### config.mk
export PLATFORM = sky130hd
export DESIGN_NAME = merge_tree
export DESIGN_NICKNAME = d
export VERILOG_FILES = /design/src/rtl/tree_noc_pkg.sv /design/src/rtl/merge_fifo.sv /design/src/rtl/merge_tree.sv
export SDC_FILE = /design/constraint.sdc
export NUM_CORES = 1
export LEC_CHECK = 0
export BUFFER_PORTS_ARGS = -buffer_cell sky130_fd_sc_hd__buf_4
export CAP_MARGIN = 40
export CORE_MARGIN = 2
export CORE_UTILIZATION = 45
export CTS_CLUSTER_DIAMETER = 60
export CTS_CLUSTER_SIZE = 8
export DETAILED_ROUTE_END_ITERATION = 8
export GPL_TIMING_DRIVEN = 0
export PLACE_DENSITY = 0.63
export SLEW_MARGIN = 20
export SYNTH_ARGS = -nofsm -noshare
export SYNTH_HDL_FRONTEND = slang
export SYNTH_SLANG_ARGS = --single-unit
### constraint.sdc
create_clock -name clk -period 7.35 [get_ports clk]
set_clock_uncertainty 0.15 [all_clocks]
set_input_delay 0.3675 -clock clk [delete_from_list [all_inputs] [get_ports clk]]
set_output_delay 0.3675 -clock clk [all_outputs]
set_load 0.02 [all_outputs]
### src/rtl/tree_noc_pkg.sv
// Shared definitions for the tree NoC merge/copy nodes.
// Flit layout, widths and output-stage state encoding.
package tree_noc_pkg;

    localparam int WIDTH_packet = 28;
    localparam int WIDTH_addr   = 3;
    localparam int WIDTH_dest   = 3;
    localparam int WIDTH        = WIDTH_packet + WIDTH_addr + WIDTH_dest;
    localparam int DEPTH        = 2;

    typedef struct packed {
        logic [WIDTH_dest-1:0]   dest;
        logic [WIDTH_addr-1:0]   addr;
        logic [WIDTH_packet-1:0] packet;
    } flit_t;

    typedef enum logic {
        OUT_EMPTY = 1'b0,
        OUT_FULL  = 1'b1
    } out_state_e;

    // Round-robin pick: prefer rr if that side has data, else the other.
    function automatic logic rr_pick(
        input logic rr,
        input logic ne0,
        input logic ne1
    );
        logic pref_ne;
        pref_ne = rr ? ne1 : ne0;
        return pref_ne ? rr : ~rr;
    endfunction

endpackage

### src/rtl/merge_fifo.sv
// Two-entry input FIFO for one child link of the merge node.
// Not-full is a flop, so the upstream ready never sees same-cycle pops.
module merge_fifo #(
    parameter int WIDTH = tree_noc_pkg::WIDTH,
    parameter int DEPTH = tree_noc_pkg::DEPTH
) (
    input  logic             clk,
    input  logic             rst,
    input  logic [WIDTH-1:0] push_data,
    input  logic             push,
    input  logic             pop,
    output logic [WIDTH-1:0] head,
    output logic [1:0]       count,
    output logic             not_full
);
    import tree_noc_pkg::*;

    localparam logic [1:0] FULL_CNT = 2'(DEPTH);

    logic [WIDTH-1:0] mem_q [2];
    logic [WIDTH-1:0] mem_d [2];
    logic             wr_ptr_q, wr_ptr_d;
    logic             rd_ptr_q, rd_ptr_d;
    logic [1:0]       count_q, count_d;
    logic             nfull_q, nfull_d;
    logic             do_push;
    logic             do_pop;

    // Qualify requests: a full FIFO refuses writes even when popped.
    always_comb begin
        do_push = push && nfull_q;
        do_pop  = pop && (count_q != 2'd0);
    end

    // Storage, pointer and occupancy updates.
    always_comb begin
        mem_d    = mem_q;
        wr_ptr_d = wr_ptr_q;
        rd_ptr_d = rd_ptr_q;
        if (do_push) begin
            mem_d[wr_ptr_q] = push_data;
            wr_ptr_d        = ~wr_ptr_q;
        end
        if (do_pop) begin
            rd_ptr_d = ~rd_ptr_q;
        end
        unique case ({do_push, do_pop})
            2'b10:   count_d = count_q + 2'd1;
            2'b01:   count_d = count_q - 2'd1;
            default: count_d = count_q;
        endcase
        nfull_d = (count_d != FULL_CNT);
    end

    // State registers; reset empties the FIFO.
    always_ff @(posedge clk or posedge rst) begin
        if (rst) begin
            for (int i = 0; i < 2; i++) begin
                mem_q[i] <= '0;
            end
            wr_ptr_q <= 1'b0;
            rd_ptr_q <= 1'b0;
            count_q  <= 2'd0;
            nfull_q  <= 1'b1;
        end else begin
            mem_q    <= mem_d;
            wr_ptr_q <= wr_ptr_d;
            rd_ptr_q <= rd_ptr_d;
            count_q  <= count_d;
            nfull_q  <= nfull_d;
        end
    end

    // Expose head and status straight from the registers.
    always_comb begin
        head     = mem_q[rd_ptr_q];
        count    = count_q;
        not_full = nfull_q;
    end

endmodule

### src/rtl/merge_tree.sv
// Two-input merge node: two child FIFOs, round-robin arbiter and
// a single registered output stage toward the parent link.
module merge_tree #(
    parameter int WIDTH_packet = tree_noc_pkg::WIDTH_packet,
    parameter int WIDTH_addr   = tree_noc_pkg::WIDTH_addr,
    parameter int WIDTH_dest   = tree_noc_pkg::WIDTH_dest,
    parameter int WIDTH        = WIDTH_packet + WIDTH_addr + WIDTH_dest,
    parameter int DEPTH        = tree_noc_pkg::DEPTH
) (
    input  logic             clk,
    input  logic             rst,
    input  logic [WIDTH-1:0] in0_data,
    input  logic             in0_valid,
    output logic             in0_ready,
    input  logic [WIDTH-1:0] in1_data,
    input  logic             in1_valid,
    output logic             in1_ready,
    output logic [WIDTH-1:0] out_data,
    output logic             out_valid,
    input  logic             out_ready,
    output logic             out_src
);
    import tree_noc_pkg::*;

    logic [WIDTH-1:0] head0, head1;
    logic [1:0]       cnt0, cnt1;
    logic             nf0, nf1;
    logic             ne0, ne1;
    logic             push0, push1;
    logic             pop0, pop1;
    logic             free;
    logic             grant;
    logic             gnt_idx;

    out_state_e       state_q, state_d;
    logic [WIDTH-1:0] data_q, data_d;
    logic             src_q, src_d;
    logic             rr_q, rr_d;

    merge_fifo #(
        .WIDTH (WIDTH),
        .DEPTH (DEPTH)
    ) u_fifo0 (
        .clk       (clk),
        .rst       (rst),
        .push_data (in0_data),
        .push      (push0),
        .pop       (pop0),
        .head      (head0),
        .count     (cnt0),
        .not_full  (nf0)
    );

    merge_fifo #(
        .WIDTH (WIDTH),
        .DEPTH (DEPTH)
    ) u_fifo1 (
        .clk       (clk),
        .rst       (rst),
        .push_data (in1_data),
        .push      (push1),
        .pop       (pop1),
        .head      (head1),
        .count     (cnt1),
        .not_full  (nf1)
    );

    // Input side: a write happens on valid && ready.
    always_comb begin
        push0 = in0_valid && in0_ready;
        push1 = in1_valid && in1_ready;
        ne0   = (cnt0 != 2'd0);
        ne1   = (cnt1 != 2'd0);
    end

    // Arbiter: grant one non-empty FIFO whenever the output stage frees up.
    always_comb begin
        free    = (state_q == OUT_EMPTY) || out_ready;
        grant   = free && (ne0 || ne1);
        gnt_idx = rr_pick(rr_q, ne0, ne1);
        pop0    = grant && !gnt_idx;
        pop1    = grant && gnt_idx;
    end

    // Output-stage next state.
    always_comb begin
        state_d = state_q;
        unique case (state_q)
            OUT_EMPTY: begin
                if (grant) begin
                    state_d = OUT_FULL;
                end
            end
            OUT_FULL: begin
                if (out_ready && !grant) begin
                    state_d = OUT_EMPTY;
                end
            end
        endcase
    end

    // Output register and round-robin pointer load on a grant.
    always_comb begin
        data_d = data_q;
        src_d  = src_q;
        rr_d   = rr_q;
        if (grant) begin
            data_d = gnt_idx ? head1 : head0;
            src_d  = gnt_idx;
            rr_d   = ~gnt_idx;
        end
    end

    // State register; reset drops any pending output flit.
    always_ff @(posedge clk or posedge rst) begin
        if (rst) begin
            state_q <= OUT_EMPTY;
        end else begin
            state_q <= state_d;
        end
    end

    // Output data, source and arbiter pointer registers.
    always_ff @(posedge clk or posedge rst) begin
        if (rst) begin
            data_q <= '0;
            src_q  <= 1'b0;
            rr_q   <= 1'b0;
        end else begin
            data_q <= data_d;
            src_q  <= src_d;
            rr_q   <= rr_d;
        end
    end

    // Outputs come from registers; ready is masked while in reset.
    always_comb begin
        out_valid = (state_q == OUT_FULL);
        out_data  = data_q;
        out_src   = src_q;
        in0_ready = nf0 && !rst;
        in1_ready = nf1 && !rst;
    end

endmodule
# Yosys cells after proc, flatten, opt, wreduce, memory -nomap -nowiden
# Index checks and enable logic that the tools add are counted.
# W data, S select, Z words.
dict set report word_totals {
  regBits 183
  inputBits 73
}
dict set report classes {
  add_sub_neg 4
  n_lt_le_gt_ge 6
  n_eq_ne 6
  n_mux 20
  bitwise 11
  reduce_logical 21
}
# operator count
set op_table {}
lappend op_table {{$mux W34} 9}
lappend op_table {{$bwmux W68} 2}
lappend op_table {{$demux W34 S1} 2}
lappend op_table {{$logic_and A1 B1 Y1} 14}
lappend op_table {{$ge A2 B2 Y1 const B} 4}
lappend op_table {{$not A1 Y2} 4}
lappend op_table {{$pmux W2 S2} 2}
lappend op_table {{$not A1 Y1} 7}
lappend op_table {{$add A2 B1 Y2 const B} 2}
lappend op_table {{$eq A2 B1 Y1 const B} 2}
lappend op_table {{$eq A2 B2 Y1 const B} 2}
lappend op_table {{$lt A2 B1 Y1 const B} 2}
lappend op_table {{$mux W1} 4}
lappend op_table {{$ne A2 B2 Y1 const B} 2}
lappend op_table {{$reduce_bool A2 Y1} 2}
lappend op_table {{$sub A2 B1 Y2 const B} 2}
lappend op_table {{$logic_not A1 Y1} 3}
lappend op_table {{$logic_or A1 B1 Y1} 2}
lappend op_table {{$pmux W1 S2} 1}

# Depth between registers and ports, before layout
dict set report logic_depth {
  word_depth 9
  ltp_mapped 8
  depth_no_buf 7
}

# Modules after synthesis
# Synthesis repeated with hierarchy kept, for this count alone.
dict set report hier_totals {
  cells_unflattened 628
  hier_area_um2 8465.6
}
# mod instances cells_each area_per_inst_um2 seq_area_each_um2
set by_module_without_submodules {}
lappend by_module_without_submodules {merge_fifo 2 204 3278.1 1828.0}
lappend by_module_without_submodules {merge_tree 1 220 1909.3 925.9}

# Worst setup path before layout
# No wires, ideal clock.
dict set report synth_path {
  kind {reg-to-reg}
  from {reg u_fifo1.count_q[0], in the netlist u_fifo1.count[0]}
  to {reg u_fifo0.count_q[1], in the netlist u_fifo0.count[1]}
  setup_ps 127
  arrival_time_ps 1824
  required_ps 7073
  slack_ps 5248
  path_stages_with_launch 6
  period_less_slack_ps 2102
  cell_sequence {dfrtp_1 -> or2_1 -> a211oi_2 -> ha_1 -> o21a_1 -> or2_2}
}
dict set report synth_between {
  elab_chain_cells 8
}
# item line_no
set synth_lines {}
lappend synth_lines {{start: declaration} merge_fifo.sv:24} ;# logic [1:0] count_q, count_d;
lappend synth_lines {{start signal: assignment} merge_fifo.sv:69} ;# count_q <= count_d;
lappend synth_lines {{$reduce_bool A2 Y1 (*)} merge_tree.sv:73} ;# ne1 = (cnt1 != 2'd0);
lappend synth_lines {{$mux W1} tree_noc_pkg.sv:29} ;# pref_ne = rr ? ne1 : ne0;
lappend synth_lines {{$mux W1} tree_noc_pkg.sv:30} ;# return pref_ne ? rr : ~rr;
lappend synth_lines {{$logic_not A1 Y1} merge_tree.sv:81} ;# pop0 = grant && !gnt_idx;
lappend synth_lines {{$logic_and A1 B1 Y1 (*)} merge_tree.sv:81}
lappend synth_lines {{$logic_and A1 B1 Y1 (*)} merge_fifo.sv:32} ;# do_pop = pop && (count_q != 2'd0);
lappend synth_lines {{via u_fifo0.do_pop} merge_fifo.sv:27} ;# logic do_pop;
lappend synth_lines {{$eq A2 B1 Y1 / $eq A2 B2 Y1 (equally long branches)} merge_fifo.sv:47} ;# unique case ({do_push, do_pop})
lappend synth_lines {{$pmux W2 S2 (*)} merge_fifo.sv:47}
lappend synth_lines {{via u_fifo0.count_d[1]} merge_fifo.sv:24}
lappend synth_lines {{end signal: assignment} merge_fifo.sv:69}
lappend synth_lines {{end: declaration} merge_fifo.sv:24}
# The timed path passes the listed nets; every way through them passes the cells marked *.
# A chain may end at the register's enable or synchronous reset.

# Final worst setup path
dict set report layout_path {
  from {reg state_q, in the netlist out_valid}
  to {reg u_fifo0.count_q[1], in the netlist u_fifo0.count[1]}
}
dict set report layout_between {
  elab_chain_cells 7
}
# item line_no
set layout_lines {}
lappend layout_lines {{start: declaration} merge_tree.sv:35} ;# out_state_e state_q, state_d;
lappend layout_lines {{start signal: assignment} merge_tree.sv:119} ;# state_q <= state_d;
lappend layout_lines {{$not A1 Y1 (*)} -}
lappend layout_lines {{$logic_or A1 B1 Y1 (*)} merge_tree.sv:78} ;# free = (state_q == OUT_EMPTY) || out_ready;
lappend layout_lines {{$logic_and A1 B1 Y1 (*)} merge_tree.sv:79} ;# grant = free && (ne0 || ne1);
lappend layout_lines {{$logic_and A1 B1 Y1 (*)} merge_tree.sv:81}
lappend layout_lines {{$logic_and A1 B1 Y1 (*)} merge_fifo.sv:32}
lappend layout_lines {{via u_fifo0.do_pop} merge_fifo.sv:27}
lappend layout_lines {{$eq A2 B1 Y1 / $eq A2 B2 Y1 (equally long branches)} merge_fifo.sv:47}
lappend layout_lines {{$pmux W2 S2 (*)} merge_fifo.sv:47}
lappend layout_lines {{via u_fifo0.count_d[1]} merge_fifo.sv:24}
# Marks and branches as above.

==> impl_metrics.py <==
metrics = {
    "sta": {
        "fin_crit_ns": 2.523,
        "hold_viol": 0,
        "slew_violations": 0,
        "timing.final.crit_share_pct": 34.33,
        "grt_setup_unrepaired": "false",
        "max_freq_mhz": 396.4,
        "maxSlewHeadroom_pct": 38.75,
        "tns_ns": 0,
        "tightest_slew_ns": 0.8956,
        "setup_viol": 0,
        "setup_ws_ns": 4.827,
    },
    "logic_synthesis": {
        "async_reset_ff_share_pct": 100.0,
        "synthFlopType": "dfrtp_1",
        "synth_warnings": 0,
        "synth_nets": 693,
        "synth_edf_count": 0,
        "synth_cells": 618,
        "postSynthAreaPerCell_um2": 13.53,
        "mappedNetlistArea_um2": 8363,
        "ys_types": 37,
        "ys_seq_area_share_pct": 54.79,
        "synth-seq-cells": 183,
    },
    "final_layout": {
        "fill_cells": 1498,
        "final_nets": 824,
        "drive_above_1_share_pct": 46.78,
        "syn_to_final_growth_pct": 21.81,
        "n_antenna_cell": 0,
        "fin_util_pct": 56.33,
    },
    "placement": {
        "dpl_worst_slack_ns": 4.908,
        "hpwl_um": 14900,
        "io_buffer_count": 110,
        "gp_congestion": 0.8216,
    },
    "critical_path": {
        "slowest_stage": "a211oi_2",
        "crit_arrival_ns": 2.69,
        "cp_slowest_stage_delay_ns": 0.56,
        "start_kind": "register",
        "critPathCaptureType": "register",
        "cp.required_ns": 7.52,
        "worstPathMaxFanout": 9,
        "cp_cell_sequence": "nor2b_1 -> clkbuf_1 -> a211oi_2 -> ha_1 -> o21a_1 -> or2_2",
        "critPathKind": "register to register",
    },
    "cts": {
        "cts_sinks": 183,
        "clock-root-buffer": "clkbuf_16",
        "numCtsBuffers": 17,
        "cts_buffer_depth": 2,
        "cts_hold_buf": 1,
        "postCtsSetupBuffers": 0,
        "htree_levels": 4,
        "cts_tree": "done",
        "cts_resized": 0,
        "clkTransAtPathRegs_ns": 0.06,
        "clkLatencyLatePin_ns": 0.44,
    },
    "global_routing": {
        "grt_overflow": 0,
        "grt_usage_pct": 22.08,
        "grt_pass1_vias": 5902,
        "grt_max_degree": 94,
        "grt_first_pass_wirelength_um": 33260,
        "grt_antenna_before_repair": 0,
    },
    "outcome": {
        "outcome": "finished, final reports clean",
    },
    "die": {
        "rows": 49,
        "die_area_um2": 19690,
        "die_h_um": 140.3,
        "fp.dieW_um": 140.3,
        "start_util_pct": 46.24,
        "io_pins": 111,
        "core_area_um2": 18090,
    },
    "routing": {
        "totalWireLength_um": 20840,
        "dr_total_vias": 5569,
        "viasPerCell": 5.625,
        "drc": 0,
        "antenna_left": 0,
        "avgRoutedWirePerCell_um": 21.05,
        "drt_first_iter_violations": 319,
        "drt_first_pass_iters": 4,
    },
    "pwr": {
        "p_leak_nw": 4.264,
        "total_power_w": 0.004953,
        "pwr-share-seq_pct": 36.8,
        "power.density_nw_per_um2": 486.2,
        "switching_share_pct": 36.38,
        "peakVddDrop_mv": 0.2152,
        "switching_power_w": 0.001802,
        "pwr-share-clk_pct": 20.8,
        "comb_power_share_pct": 42.4,
        "p_int_w": 0.003151,
    },
    "job": {
        "cap_violations": 0,
    },
    "worst_hold_path": {
        "hold_class": "primary input to register",
    },
}
-- layer usage --
metal  GRT usage, %  share of wire (%)
met1          30.71                 47
met2          34.96                 48
met3          4.889                3.4
met4          6.592                1.8
met5              0                  0
-- metrics by stage --
| stage | cells | instance area [um^2] | hold WS (ns) |
|---|---|---|---|
| finish | 990 | 10190 | 0.01656 |
| detailed placement | 958 | 9510 | 0.3368 |
| CTS | 990 | 10190 | 0.002178 |
| global placement | 957 | 9475 | 0.3310 |
| floorplan | 618 | 8363 | 0.3227 |
| global route | 990 | 10190 | 0.001063 |
-- placed cells by master (no fill, tap or decap), types with 3 or more instances in the layout --
cell and n:
dfrtp_1 181, mux2_2 144, buf_4 111, nor2b_1 63
o21ai_0 34, o31ai_1 34, a221oi_2 30, a2111oi_0 26
buf_2 22, clkbuf_1 22, clkbuf_16 17, nor3_1 10
xnor2_1 7, buf_6 6, bufinv_16 6, clkinvlp_4 5
a221oi_1 4, or2_1 3
-- Yosys cell counts, types with 3 or more instances --
master,number,area (um^2)
inv_1,3,11.26
o21ai_0,34,170.2
clkbuf_1,22,82.58
mux2_2,144,1622
nor3_1,10,50.05
o31ai_1,34,255.2
xnor2_1,7,61.31
a221oi_1,4,35.03
dfrtp_1,181,4529
nor2b_1,63,394.1
a2111oi_0,26,227.7
buf_6,6,67.56
buf_2,22,110.1
a221oi_2,30,450.4
or2_1,3,18.77
-- path summary, 6_finish.rpt --
check / from / end / slack, ns / depth (start not counted)
setup reg to reg: out_valid / u_fifo0.count[1] / 4.83 / 6
min in group asynchronous: rst / out_valid / 0.46 / 3
max in group asynchronous: rst / u_fifo0.mem_q[59] / 5.72 / 4
setup / recovery: out_valid / u_fifo0.count[1] / 4.83 / 6
hold reg to reg: u_fifo0.mem_q[42] / u_fifo0.mem_q[42] / 0.35 / 1
hold / removal: in0_data[12] / u_fifo0.mem_q[46] / 0.02 / 2
-- cells by family (layout without fill, tap and decap cells) --
family          count (synthesis)  after routing  synth area share (%)
simple gates                   89             89                 6.732
compound gates                138            138                 14.62
fa+ha+maj                       2              2                0.2992
xor+xnor                        8              8                0.8379
buf+inv                        54            197                 3.336
flops                         183            183                 54.79
mux                           144            144                 19.39
-- power groups by stage --
stage / registers (W) / logic, W / clock network (W)
after global placement: 0.00180 / 0.00203 / 0
final: 0.00182 / 0.00210 / 0.00103
after CTS: 0.00182 / 0.00210 / 0.00105
after floorplan: 0.00186 / 0.00137 / 0
after detailed placement: 0.00183 / 0.00209 / 0
after global routing: 0.00188 / 0.00226 / 0.00109
-- worst max-delay path: cells and delay by family, from the launching register on --
| family | cells | cell delay (ns) |
|---|---|---|
| simple gates | 2 | 0.43 |
| compound gates | 2 | 0.77 |
| buf+inv | 1 | 0.29 |
| fa+ha+maj | 1 | 0.38 |
| flops | 1 | 0.39 |
-- registers in the layout, indices dropped and copies added, names as in the netlist --
register / flops
out_data: 34
out_src: 1
out_valid: 1
rr_q: 1
u_fifo0.count: 2
u_fifo0.mem_q: 68
u_fifo0.not_full: 1
u_fifo0.rd_ptr_q: 1
u_fifo0.wr_ptr_q: 1
u_fifo1.count: 2
u_fifo1.mem_q: 68
u_fifo1.not_full: 1
u_fifo1.rd_ptr_q: 1
u_fifo1.wr_ptr_q: 1
-- area by class of cell --
class	count	area, um^2	share of cell area [%]
Clock inverter	13	227.7	2.235
Sequential cell	183	4582	44.98
Multi-Input combinational cell	381	3502	34.38
Clock buffer	18	439.2	4.311
Timing Repair Buffer	112	863.3	8.475
Tap cell	229	286.5	2.813
Buffer	51	267.8	2.628
Inverter	3	18.77	0.1842
(Power assumes the default switching activity.)
